`src/rtl/eth_stream_pkg.sv`:
```
// Shared stream types and helpers for the Ethernet TX/RX datapath.
// Holds the beat bundle, arbiter states and the round-robin pick function.
package eth_stream_pkg;

    localparam int ETH_MAX_BEATS = 190;

    typedef struct packed {
        logic [63:0] tdata;
        logic [7:0]  tkeep;
        logic        tlast;
        logic        tuser;
    } axis64_t;

    typedef enum logic [1:0] {
        IDLE,
        ARB,
        PASS,
        DRAIN
    } arb_state_t;

    // First requester after 'last', wrapping modulo n; keeps 'last' if none.
    function automatic logic [2:0] rr_pick(
        input logic [7:0]  req,
        input logic [2:0]  last,
        input int unsigned n
    );
        logic [2:0] pick;
        logic [2:0] idx;
        logic       found;
        pick  = last;
        found = 1'b0;
        for (int unsigned k = 1; k <= 8; k++) begin
            idx = 3'((32'(last) + k) % n);
            if (k <= n && !found && req[idx]) begin
                pick  = idx;
                found = 1'b1;
            end
        end
        return pick;
    endfunction

endpackage

```
`src/rtl/eth_tx_arbiter_if.sv`:
```
// Multi-lane AXI-Stream bundle; lane i occupies slice i of each vector.
// master drives valid/data, slave drives ready.
interface eth_tx_arbiter_if #(
    parameter int LANES  = 1,
    parameter int DATA_W = 64,
    parameter int KEEP_W = DATA_W / 8
);

    logic [LANES-1:0]        tvalid;
    logic [LANES-1:0]        tready;
    logic [LANES*DATA_W-1:0] tdata;
    logic [LANES*KEEP_W-1:0] tkeep;
    logic [LANES-1:0]        tlast;
    logic [LANES-1:0]        tuser;

    modport master (
        output tvalid,
        output tdata,
        output tkeep,
        output tlast,
        output tuser,
        input  tready
    );

    modport slave (
        input  tvalid,
        input  tdata,
        input  tkeep,
        input  tlast,
        input  tuser,
        output tready
    );

endinterface

```
`src/rtl/eth_rr_pick.sv`:
```
// Combinational round-robin priority encoder over up to 8 requesters.
// Shared by the TX arbiter and the RX-side demux.
module eth_rr_pick
    import eth_stream_pkg::*;
#(
    parameter int NUM_SRC = 4,
    parameter int IW      = (NUM_SRC > 1) ? $clog2(NUM_SRC) : 1
) (
    input  logic [NUM_SRC-1:0] req,
    input  logic [IW-1:0]      last,
    output logic [IW-1:0]      pick,
    output logic               any
);

    logic [7:0] req8;
    logic [2:0] last3;
    logic [2:0] pick3;

    always_comb begin
        req8  = 8'(req);
        last3 = 3'(last);
        pick3 = rr_pick(req8, last3, NUM_SRC);
    end

    assign pick = IW'(pick3);
    assign any  = |req;

endmodule

```
`src/rtl/eth_tx_arbiter.sv`:
```
// Frame-atomic round-robin arbiter sharing one AXI-S TX path to the MAC.
// Grants hold until tlast; a beat watchdog truncates runaway frames.
module eth_tx_arbiter
    import eth_stream_pkg::*;
#(
    parameter int C_DATA_WIDTH = 64,
    parameter int KEEP_WIDTH   = C_DATA_WIDTH / 8,
    parameter int NUM_SRC      = 4,
    parameter int MAX_BEATS    = ETH_MAX_BEATS,
    parameter int CNT_WIDTH    = 32
) (
    input  logic                 eth_clk,
    input  logic                 sys_rst,
    eth_tx_arbiter_if.slave      s,
    eth_tx_arbiter_if.master     m,
    input  logic [NUM_SRC-1:0]   src_en,
    output logic [CNT_WIDTH-1:0] frame_cnt,
    output logic [CNT_WIDTH-1:0] trunc_cnt,
    output logic                 busy
);

    localparam int IW = (NUM_SRC > 1) ? $clog2(NUM_SRC) : 1;
    localparam int BW = $clog2(MAX_BEATS + 1);

    arb_state_t state, state_nxt;

    logic [1:0]              rst_pipe;
    logic                    arst;
    logic [IW-1:0]           grant;
    logic [IW-1:0]           last_grant;
    logic [IW-1:0]           pick;
    logic                    pick_any;
    logic [BW-1:0]           beat_cnt;
    logic [NUM_SRC-1:0]      req;
    logic                    sel_valid;
    logic                    sel_last;
    logic                    sel_user;
    logic [C_DATA_WIDTH-1:0] sel_data;
    logic [KEEP_WIDTH-1:0]   sel_keep;
    logic                    at_max;
    logic                    beat_acc;
    logic                    drain_done;
    logic                    frame_inc;
    logic                    trunc_inc;

    // Assert immediately, release two edges later in the eth_clk domain.
    always_ff @(posedge eth_clk or posedge sys_rst) begin
        if (sys_rst) rst_pipe <= 2'b11;
        else         rst_pipe <= {rst_pipe[0], 1'b0};
    end

    assign arst = rst_pipe[1];

    assign req       = s.tvalid & src_en;
    assign sel_valid = s.tvalid[grant];
    assign sel_last  = s.tlast[grant];
    assign sel_user  = s.tuser[grant];
    assign sel_data  = s.tdata[int'(grant)*C_DATA_WIDTH +: C_DATA_WIDTH];
    assign sel_keep  = s.tkeep[int'(grant)*KEEP_WIDTH +: KEEP_WIDTH];
    assign at_max    = (beat_cnt == BW'(MAX_BEATS - 1));

    assign beat_acc   = (state == PASS) && sel_valid && m.tready[0];
    assign drain_done = (state == DRAIN) && sel_valid && sel_last;
    assign frame_inc  = beat_acc && (sel_last || at_max);
    assign trunc_inc  = beat_acc && !sel_last && at_max;
    assign busy       = (state != IDLE);

    eth_rr_pick #(
        .NUM_SRC (NUM_SRC),
        .IW      (IW)
    ) u_pick (
        .req  (req),
        .last (last_grant),
        .pick (pick),
        .any  (pick_any)
    );

    always_ff @(posedge eth_clk or posedge arst) begin
        if (arst) state <= IDLE;
        else      state <= state_nxt;
    end

    always_comb begin
        state_nxt = state;
        unique case (state)
            IDLE:  if (|req) state_nxt = ARB;
            ARB:   state_nxt = pick_any ? PASS : IDLE;
            PASS: begin
                if (beat_acc) begin
                    if (sel_last)    state_nxt = IDLE;
                    else if (at_max) state_nxt = DRAIN;
                end
            end
            DRAIN: if (drain_done) state_nxt = IDLE;
            default: state_nxt = IDLE;
        endcase
    end

    always_comb begin
        m.tvalid = '0;
        m.tdata  = '0;
        m.tkeep  = '0;
        m.tlast  = '0;
        m.tuser  = '0;
        s.tready = '0;
        unique case (state)
            PASS: begin
                m.tvalid[0]     = sel_valid;
                m.tdata         = sel_data;
                m.tkeep         = sel_keep;
                m.tlast[0]      = sel_last | at_max;
                m.tuser[0]      = sel_user | (at_max & ~sel_last);
                s.tready[grant] = m.tready[0];
            end
            DRAIN:   s.tready[grant] = 1'b1;
            default: ;
        endcase
    end

    always_ff @(posedge eth_clk or posedge arst) begin
        if (arst) begin
            grant      <= '0;
            last_grant <= IW'(NUM_SRC - 1);
            beat_cnt   <= '0;
            frame_cnt  <= '0;
            trunc_cnt  <= '0;
        end else begin
            if (state == ARB) begin
                beat_cnt <= '0;
                if (pick_any) grant <= pick;
            end
            if (beat_acc) beat_cnt <= beat_cnt + 1'b1;
            if ((beat_acc && sel_last) || drain_done) last_grant <= grant;
            if (frame_inc && frame_cnt != '1) frame_cnt <= frame_cnt + 1'b1;
            if (trunc_inc && trunc_cnt != '1) trunc_cnt <= trunc_cnt + 1'b1;
        end
    end

endmodule

```
`src/flat_wrapper.sv`:
```
// flat-port wrapper written by rule: the top's interface ports become plain ports
module eth_tx_arbiter_flat import eth_stream_pkg::*;
#(
    parameter int C_DATA_WIDTH = 64,
    parameter int KEEP_WIDTH   = C_DATA_WIDTH / 8,
    parameter int NUM_SRC      = 4,
    parameter int MAX_BEATS    = ETH_MAX_BEATS,
    parameter int CNT_WIDTH    = 32
)
  (eth_clk, sys_rst, src_en, frame_cnt, trunc_cnt, busy, s_tvalid, s_tdata, s_tkeep, s_tlast, s_tuser, s_tready, m_tvalid, m_tdata, m_tkeep, m_tlast, m_tuser, m_tready);
  eth_tx_arbiter_if #(.LANES((4)), .DATA_W(64)) s_i ();
  eth_tx_arbiter_if #(.LANES(1), .DATA_W(64)) m_i ();
  input  logic eth_clk;
  input  logic sys_rst;
  input  logic [NUM_SRC-1:0] src_en;
  output logic [CNT_WIDTH-1:0] frame_cnt;
  output logic [CNT_WIDTH-1:0] trunc_cnt;
  output logic busy;
  input wire logic [$bits(s_i.tvalid)-1:0] s_tvalid;
  input wire logic [$bits(s_i.tdata)-1:0] s_tdata;
  input wire logic [$bits(s_i.tkeep)-1:0] s_tkeep;
  input wire logic [$bits(s_i.tlast)-1:0] s_tlast;
  input wire logic [$bits(s_i.tuser)-1:0] s_tuser;
  output wire logic [$bits(s_i.tready)-1:0] s_tready;
  output wire logic [$bits(m_i.tvalid)-1:0] m_tvalid;
  output wire logic [$bits(m_i.tdata)-1:0] m_tdata;
  output wire logic [$bits(m_i.tkeep)-1:0] m_tkeep;
  output wire logic [$bits(m_i.tlast)-1:0] m_tlast;
  output wire logic [$bits(m_i.tuser)-1:0] m_tuser;
  input wire logic [$bits(m_i.tready)-1:0] m_tready;
  assign s_i.tvalid = s_tvalid;
  assign s_i.tdata = s_tdata;
  assign s_i.tkeep = s_tkeep;
  assign s_i.tlast = s_tlast;
  assign s_i.tuser = s_tuser;
  assign s_tready = s_i.tready;
  assign m_tvalid = m_i.tvalid;
  assign m_tdata = m_i.tdata;
  assign m_tkeep = m_i.tkeep;
  assign m_tlast = m_i.tlast;
  assign m_tuser = m_i.tuser;
  assign m_i.tready = m_tready;
  eth_tx_arbiter #(.C_DATA_WIDTH(C_DATA_WIDTH), .KEEP_WIDTH(KEEP_WIDTH), .NUM_SRC(NUM_SRC), .MAX_BEATS(MAX_BEATS), .CNT_WIDTH(CNT_WIDTH)) u_core (.eth_clk(eth_clk), .sys_rst(sys_rst), .s(s_i), .m(m_i), .src_en(src_en), .frame_cnt(frame_cnt), .trunc_cnt(trunc_cnt), .busy(busy));
endmodule
```
`config.mk`:
```
export PLATFORM = sky130hd
export DESIGN_NAME = eth_tx_arbiter_flat
export DESIGN_NICKNAME = d
export VERILOG_FILES = /design/src/rtl/eth_stream_pkg.sv /design/src/rtl/eth_tx_arbiter_if.sv /design/src/rtl/eth_rr_pick.sv /design/src/rtl/eth_tx_arbiter.sv /design/src/flat_wrapper.sv
export SDC_FILE = /design/constraint.sdc
export NUM_CORES = 1
export LEC_CHECK = 0
export BUFFER_PORTS_ARGS = -buffer_cell sky130_fd_sc_hd__clkbuf_2
export CAP_MARGIN = 15
export CORE_AREA = 2 2 175 177
export CTS_BUF_LIST = sky130_fd_sc_hd__clkbuf_4 sky130_fd_sc_hd__clkbuf_8 sky130_fd_sc_hd__clkbuf_16
export CTS_CLUSTER_SIZE = 14
export DETAILED_ROUTE_END_ITERATION = 8
export DIE_AREA = 0 0 177 179
export MAX_ROUTING_LAYER = met4
export SKIP_LAST_GASP = 1
export SYNTH_ARGS = -nofsm -noshare
export SYNTH_HDL_FRONTEND = slang
export SYNTH_SLANG_ARGS = --single-unit
```
`constraint.sdc`:
```
create_clock -name eth_clk -period 2.8 [get_ports eth_clk]
set_input_delay 0.56 -clock eth_clk [delete_from_list [all_inputs] [get_ports eth_clk]]
set_output_delay 0.56 -clock eth_clk [all_outputs]
set_load 0.01 [all_outputs]
```
Word-level counts from Yosys, hierarchy flattened
Index checks and enable logic that the tools add are counted.
{"block": "totals", "reg_bits": 80, "inputBits": 307, "out_inout_bits": 144, "wordCells": 102}
{"block": "op_classes", "add_sub_neg": 7, "order_cmp": 6, "eq_ne": 10, "shift": 2, "muxes": 38, "n_bitwise": 6, "reduce_logical": 26}
{"cell": "indexed part select 256 x 9 -> 64 bit", "n": 1}
{"cell": "adder 32 x 1 -> 32 bit (second input constant)", "n": 2}
{"cell": "2-to-1 mux 64 bit", "n": 1}
{"cell": "!= test 32 bit (second input constant)", "n": 2}
{"cell": "indexed part select 32 x 6 -> 8 bit", "n": 1}
{"cell": "2-to-1 mux 8 bit", "n": 3}
{"cell": "2-to-1 mux 2 bit", "n": 10}
{"cell": "< comparator 2 x 4 -> 1 bit (second input constant)", "n": 4}
{"cell": "binary-select mux 1 bit (select 2 bit)", "n": 7}
{"cell": "logical AND 1 bit", "n": 14}
{"cell": "2-to-1 mux 1 bit", "n": 14}
{"cell": "adder 8 x 1 -> 8 bit (second input constant)", "n": 1}
{"cell": "AND 4 bit", "n": 2}
{"cell": "== test 8 bit (second input constant)", "n": 1}
{"cell": "case mux 2 bit (4 select lines)", "n": 1}
{"cell": "case mux 4 bit (2 select lines)", "n": 1}
{"cell": "!= test 2 x 1 -> 1 bit (second input constant)", "n": 3}
{"cell": "adder 2 x 1 -> 2 bit (second input constant)", "n": 2}
{"cell": "adder 2 bit (second input constant)", "n": 2}
{"cell": "== test 2 bit (second input constant)", "n": 2}
{"cell": "zero test 1 bit", "n": 4}
{"cell": "AND reduction 4 bit", "n": 1}
{"cell": "nonzero test 2 bit", "n": 2}
{"cell": "OR reduction 4 bit", "n": 1}
{"cell": "11 further kinds", "n": 13}

Logic depth before layout (Yosys ltp)
Gate-level depths: netlist of the first run.
{"block": "depth", "ltp_word": 13, "depth_mapped": 9, "mapped_depth_nobuf": 8}

Hierarchy
From an unflattened synthesis of the first run, not the netlist that was laid out.
{"block": "unflattened", "hier_cells": 566, "hier_area_um2": 6278.5}
{"module": "eth_tx_arbiter", "n_inst": 1, "cells_each": 552, "area_each_um2": 6206.0, "seq_area_each_um2": 2006.9}
{"module": "eth_rr_pick", "n_inst": 1, "cells_each": 14, "area_each_um2": 72.6, "seq_area_each_um2": 0.0}

Least setup slack after synthesis of the first run
Ideal clock, no wire load.
{"block": "synth_path", "path_type": "register -> output", "start": "register u_core.grant[0]", "end": "output port m_tdata[50]", "t_arrival_ns": 1.766, "t_required_ns": 2.240, "slack_ns": 0.474, "path_stages_with_launch": 6, "n_path_buf": 3, "path_cell_list": "dfrtp_1 -> buf_6 -> buf_2 -> buf_2 -> mux4_2 -> and2_1"}
{"block": "synth_between", "elab_chain_cells": 2}
{"element": "start: declaration", "line_no": "eth_tx_arbiter.sv:29", "rtl": "logic [IW-1:0] grant;"}
{"element": "start signal: assignment", "line_no": "eth_tx_arbiter.sv:130", "rtl": "if (pick_any) grant <= pick;"}
{"element": "indexed part select 256 x 9 -> 64 bit", "line_no": "eth_tx_arbiter.sv:58", "rtl": "assign sel_data = s.tdata[int'(grant)*C_DATA_WIDTH +: C_DATA_WIDTH];"}
{"element": "2-to-1 mux 64 bit", "line_no": "eth_tx_arbiter.sv:106", "rtl": "unique case (state)"}
{"element": "end: declaration", "line_no": "flat_wrapper.sv:26", "rtl": "output wire logic [$bits(m_i.tdata)-1:0] m_tdata;"}
No other way between the ends.

Final worst setup path of the first run
{"block": "layout_path", "start": "register u_core.grant[0]", "end": "output port m_tuser"}
{"block": "layout_between", "elab_chain_cells": 6, "elab_cells_between_ends": 8, "cone_classes": "5 x mux; 3 x bitwise"}
{"element": "binary-select mux 1 bit (select 2 bit)", "line_no": "eth_tx_arbiter.sv:56", "rtl": "assign sel_last = s.tlast[grant];"}
{"element": "2-to-1 mux 1 bit (implied by the code)", "line_no": "eth_tx_arbiter.sv:56"}
{"element": "inverter 1 bit", "line_no": "eth_tx_arbiter.sv:112", "rtl": "m.tuser[0] = sel_user | (at_max & ~sel_last);"}
{"element": "AND 1 bit", "line_no": "eth_tx_arbiter.sv:112"}
{"element": "OR 1 bit (*)", "line_no": "eth_tx_arbiter.sv:112"}
{"element": "2-to-1 mux 1 bit (*)", "line_no": "eth_tx_arbiter.sv:106"}
{"element": "end: declaration", "line_no": "flat_wrapper.sv:29", "rtl": "output wire logic [$bits(m_i.tuser)-1:0] m_tuser;"}
Mark *: on every way between the ends. The rest lies on a longest branch, timed or not. The select of a mux whose other input is x is not followed.

==> results of run 1 <==
## worst max-delay path, cell delays in order, from the launching register on
cell and delay [ps]:
dfrtp_4 550, mux4_2 580, and4b_1 310, nor2_1 60
nor2_1 90, clkbuf_2 150
## layout by cell type (no fill, tap or decap), types with 6 or more instances in the layout
| cell | netlist | final |
|---|---|---|
| clkbuf_16 | 0 | 9 |
| xor2_1 | 8 | 8 |
| nor2_1 | 12 | 12 |
| and4_1 | 11 | 11 |
| and2_1 | 80 | 80 |
| inv_1 | 7 | 6 |
| buf_4 | 1 | 14 |
| clkbuf_2 | 0 | 451 |
| nand4_1 | 32 | 32 |
| xnor2_1 | 57 | 57 |
| nand3_1 | 30 | 30 |
| and3_1 | 23 | 23 |
| nand2_1 | 32 | 32 |
| dfrtp_1 | 76 | 74 |
| mux4_2 | 75 | 75 |
| o21ai_0 | 14 | 14 |
## metrics by stage
| stage | util [%] | setup slack (ps) | instances | cell area (sq um) |
|---|---|---|---|---|
| 4_1_cts | 30.6 | -0.445 | 1378 | 9180 |
| 5_1_grt | 30.7 | 17.2 | 1387 | 9220 |
| 6_report | 30.7 | 159 | 1387 | 9220 |
| 2_1_floorplan | - | 469 | 536 | 6100 |
| 3_5_place_dp | 29.5 | 247 | 1361 | 8850 |
| 3_3_place_gp | 29.5 | 266 | 1361 | 8850 |
## state kept, by name, indices dropped and copies added, names as in the netlist
register	flops
u_core.last_grant	2
u_core.beat_cnt	8
u_core.frame_cnt	32
u_core.trunc_cnt	32
u_core.rst_pipe	2
u_core.state	2
u_core.grant	2
## cells by family after synthesis
family | Yosys count | share of synthesized area, %
compound gates | 28 | 2.85
xor+xnor | 65 | 9.33
flops | 80 | 32.9
mux | 79 | 28.4
buf+inv | 41 | 2.91
fa+ha+maj | 4 | 0.820
simple gates | 238 | 22.7
other cells | 1 | 0.0615
## power by group through the flow
stage | sequential [mW] | combinational, mW | clock, mW
after floorplan | 1.34 | 2.45 | 0
after global placement | 1.42 | 3.65 | 0
after detailed placement | 1.42 | 3.68 | 0
after CTS | 1.42 | 3.78 | 1.17
after global routing | 1.43 | 4.10 | 1.21
final | 1.41 | 3.77 | 1.13
## worst paths after layout
check | from | endpoint | slack (ps) | cells after the start
min reg2reg | u_core.rst_pipe[1] | u_core.grant[1] | 340 | 1
max | u_core.grant[0] | m_tuser | 160 | 5
max reg2reg | u_core.grant[0] | u_core.frame_cnt[25] | 210 | 8
min in group eth_clk | u_core.rst_pipe[0] | u_core.rst_pipe[1] | 360 | 0
max in group asynchronous | u_core.rst_pipe[1] | u_core.trunc_cnt[17] | 1750 | 2
min | sys_rst | u_core.rst_pipe[0] | 210 | 2
## metal layers
metal | part of all wire [%] | global-route usage, %
met1 | 42 | 20.1
met3 | 8.0 | 3.18
met2 | 48 | 23.9
met4 | 2.2 | 5.06
met5 | 0 | -
## repair_timing
action                                  4_1_cts  5_1_grt
gates resized for setup                       1        1
gates cloned                                  1        0
endpoints found under the setup margin        3       29
setup buffers                                 0        5
## area by class of cell
cell class | count | area [sq um]
Antenna cell | 4 | 10.0
Inverter | 7 | 26.3
Clock buffer | 9 | 225
Sequential cell | 80 | 2010
Fill cell | 3203 | 20800
Clock inverter | 7 | 62.6
Timing Repair Buffer | 469 | 2460
Multi-Input combinational cell | 415 | 3930
Tap cell | 396 | 495
==> impl_results.md, run 1 <==
- Outcome: finished, final reports clean
- Seq pwr share: roughly 22%
- GRT overflow: 0
- Yosys cell types: 44
- Layout cell share with drive strength beyond 1: roughly three fifths
- Antenna Nets Post-Route: 0
- CP required: 2240 ps
- Sum of negative setup slack: 0 ps
- Vias in the first global route: 5967
- DR WL/cell: 18.8 um
- MaxCap Viol Count: 0
- I/O pin count: 451
- Count leader, synth: and2_1
- P&R area growth vs syn: 51.0%
- Number of port buffers: 450
- Internal Pwr Total: between 3 and 4 mW
- Leading cell types by total area after synthesis: dfrtp_1, mux4_2, and2_1
- RSZ-0062 raised after global routing: no
- Ys flop type: dfrtp_1
- Initial antenna violation count: 5
- Fin crit period: between 2000 and 3000 ps
- DR iter-0 viols: 360
- Worst vdd ir: 539 uV
- Die ar.: 0.0317 sq mm
- Pwr Density: 685 mW/mm^2
- Clk pwr share: 17.9%
- CTS Buf Count: 9
- Crit start category: register
- GP Congestion: 0.774
- Die Ht: 179 um
- Cell Area, Synth: 0.00610 sq mm
- EDFF count, synth: 0
- Cells after Synth: 536
- Commonest cells post-synth: and2_1, dfrtp_1, mux4_2, xnor2_1
- First-pass DRT Iterations: 4
- CTS root buf: clkbuf_16
- Logic pwr share: between 50% and 60%
- WHS: between 200 and 250 ps
- Final setup violation count: 0
- Sw power: 2.48 mW
- Slew headroom: 58.3%
- Post-Route WL: approximately 26000 um
- Clock Sinks: 80
- Slew @ Worst Pin: 625 ps
- Global-route wire length before repair: about 36000 um
- Gr usage total: ~15%
- Core Box Area: between 0.03 and 0.04 sq mm
- HPWL after DPL: 22100 um
- Via Count: 6338
- Final period util: 94.3%
- Largest net degree at the start of global routing: 73
- Biggest area consumer among synthesized cells: dfrtp_1
- Fmax: about 0.38 GHz
- Clock tree buffer depth: 2
- Leakage: 4.59 nW
- Yosys warns: 0
- Cell Rows: between 60 and 70
- Post-synth top area share: just over 30%
- Total design power: 6.31 mW
- Initial Utilization: 20.3%
- Worst-path clk slew: 70 ps
- Critical path peak fanout: 7
- Hold WC Path Type: primary input to asynchronous set/reset pin
- Crit path capture type: output port
- CTS tree: built
- Final hold violation count: 0
- H-Tree Depth: 3
- Crit path DAT: approximately 2100 ps
- DRC viols: 0
- Flops & latches, synth: 80
- Worst skew pair latency: roughly 340 ps
- Die width: 177 um
- Synthesized Nets: 847
- Hold-fix buffers, CTS: 0
- Setup CP Type: register to output port
- Syn avg cell area: about 11 sq um
- Fin nets: 1293
- Async set or reset register ratio after synthesis: 100%
- Sequential area share after synthesis: 32.9%
- Clock Skew: 11.3 ps
- Slew Viols, Final: 0
- Vias per cell: roughly 4.6
- Net Sw Frac: 39.2%
(Power assumes the default switching activity.)
==> run 2: changes to the inputs <==
==> constraint.sdc (replaced) <==
create_clock -name eth_clk -period 2.8 [get_ports eth_clk]
set_input_delay 0.42 -clock eth_clk [delete_from_list [all_inputs] [get_ports eth_clk]]
set_output_delay 0.42 -clock eth_clk [all_outputs]
set_load 0.01 [all_outputs]
==> run 2 against run 1 <==
Register-to-register slack better by 160 ps. Largest cell class unchanged. Die area did not move. Critical path depth fell by 1. Setup slack improved by 78 ps. Wire length grew 0.31%.
==> impl_results.md, run 2 (synthesized netlist as in run 1, its figures left out) <==
- Clock Skew: 10.9 ps
- Number of port buffers: 450
- CTS root buf: clkbuf_16
- Top Usage Layer GRT: met2
- Crit path DAT: 2140 ps
- Dpl ws: between 400 and 500 ps
- Die ar.: 0.0317 sq mm
- Slew Viols, Final: 0
- Worst-path clk slew: around 60 ps
- Fin crit period: 2560 ps
- Post-Route WL: 26100 um
- H-Tree Depth: 3
- HPWL after DPL: about 22000 um
- Setup CP Type: register to output port
- Leakage: 4.57 nW
- Antenna Nets Post-Route: 0
- CP required: ~2400 ps
- Cell Area, Placed: 0.00883 sq mm
- Die Ht: 179 um
- FF-to-FF Start: u_core.grant[0]
- RSZ-0062 raised after global routing: no
- Cell Rows: 64
- Final period util: around nine tenths
- Slew @ Worst Pin: 574 ps
- Critical R2R Capture: u_core.trunc_cnt[1]
- Initial antenna violation count: 9
- Fillers: 3165
- Final setup violation count: 0
- Initial Utilization: 20.3%
- Outcome: finished, final reports clean
- R2r setup slk: 370 ps
- GRT met1 Usage: 19.4%
- Design area: ~0.009 sq mm
- Worst vdd ir: 708 uV
- MaxCap Viol Count: 0
- Crit path capture type: output port
- Sum of negative setup slack: 0 ps
- Layout cell share with drive strength beyond 1: 58.1%
- Fmax: about 0.39 GHz
- GP Congestion: 0.792
- Global-route wire length before repair: 35800 um
- DRC viols: 0
- Crit start category: register
- Commonest non-fill, non-tap cells in the layout: clkbuf_2, and2_1, mux4_2, dfrtp_1, xnor2_1
- Gr usage total: 15.3%
- GR Util met2: 23.5%
- Worst R2R Path Depth: 6
- Hold WC Path Type: primary input to asynchronous set/reset pin
- Setup WS post-layout: 237 ps
- P&R area growth vs syn: 50.7%
- DR WL/cell: 18.9 um
- I/O pin count: 451
- Largest net degree at the start of global routing: 75
- Die width: roughly 180 um
- Pwr Density: 688 mW/mm^2
- Clock tree buffer depth: 2
- Slew headroom: 61.7%
- Most common cell after layout, fill and taps aside: clkbuf_2
- Met3 usage: 5.00%
- GRT overflow: 0
- DR iter-0 viols: 332
- First-pass DRT Iterations: 5
- Setup Buffers After CTS: 0
- Via Count: roughly 6.3k
- Core Box Area: about 0.030 sq mm
- Clock Sinks: 80
- Worst skew pair latency: 340 ps
- Fin nets: 1285
- CTS Buf Count: 9
- Top flop regs: u_core.frame_cnt (32), u_core.trunc_cnt (32), u_core.beat_cnt (8)
- Vias in the first global route: 5895
- Final hold violation count: 0
- Critical path peak fanout: 37
- Vias per cell: 4.56
- CTS tree: built
[run 2: changes by cell type in the layout (fill, tap and decap cells not counted)]
cell and delta:
buf_16 -1, clkbuf_16 +1, clkbuf_2 -1, buf_4 -7, clkbuf_8 +2, diode_2 +4
inv_8 -1, bufinv_16 +1, inv_6 -2
[run 2: timing repair]
item | in CTS | in global routing
endpoints found under the hold margin | 0 | 0
gates resized for setup | 0 | 1
hold buffers | 0 | 0
endpoints found under the setup margin | 0 | 26
[run 2: stage by stage]
step / hold slack [ps] / utilization (%) / power [mW] / std cells
2_1_floorplan: 332 / - / 3.80 / 536
3_3_place_gp: 252 / 29.4 / 5.03 / 1358
3_5_place_dp: 240 / 29.4 / 5.05 / 1358
4_1_cts: 66.2 / 30.4 / 6.30 / 1374
5_1_grt: 73.9 / 30.6 / 6.75 / 1383
6_report: 72.2 / 30.6 / 6.33 / 1383
[run 2: worst max path at each step]
stage,start,endpoint,slack [ps],depth (start not counted)
floorplan,u_core.rst_pipe[1],u_core.beat_cnt[0],470,1
global placement,u_core.grant[0],m_tkeep[3],460,4
detailed placement,u_core.grant[0],u_core.trunc_cnt[1],440,6
CTS,u_core.grant[0],m_tdata[1],70,4
global route,u_core.grant[0],m_tkeep[3],140,4
finish,u_core.grant[0],m_tkeep[1],240,4
[run 2: cell type report]
class                           count  area [sq um]  area share [%]
Antenna cell                        8          20.0           0.218
Clock buffer                       11           253            2.75
Clock inverter                      5          63.8           0.694
Inverter                            7          26.3           0.286
Multi-Input combinational cell    415          3930            42.7
Sequential cell                    80          2010            21.9
Tap cell                          396           495            5.39
Timing Repair Buffer              461          2400            26.1
[run 2: metal layers]
layer,wire length [um],vias to the layer above
met5,0,-
met4,271,0
met3,2500,16
met2,12500,327
met1,10900,3067
li1,-,2895
[run 2: power breakdown]
group	total [mW]	switching (mW)	internal (mW)
Sequential	1.41	0.150	1.26
Clock	1.23	0.488	0.746
Combinational	3.69	1.80	1.89
Total	6.33	2.44	3.89
[run 2: critical path, cell delays in order, from the launching register on]
cell and delay [ps]:
dfrtp_4 550, buf_16 280, mux4_2 540, and2_1 240, clkbuf_2 170
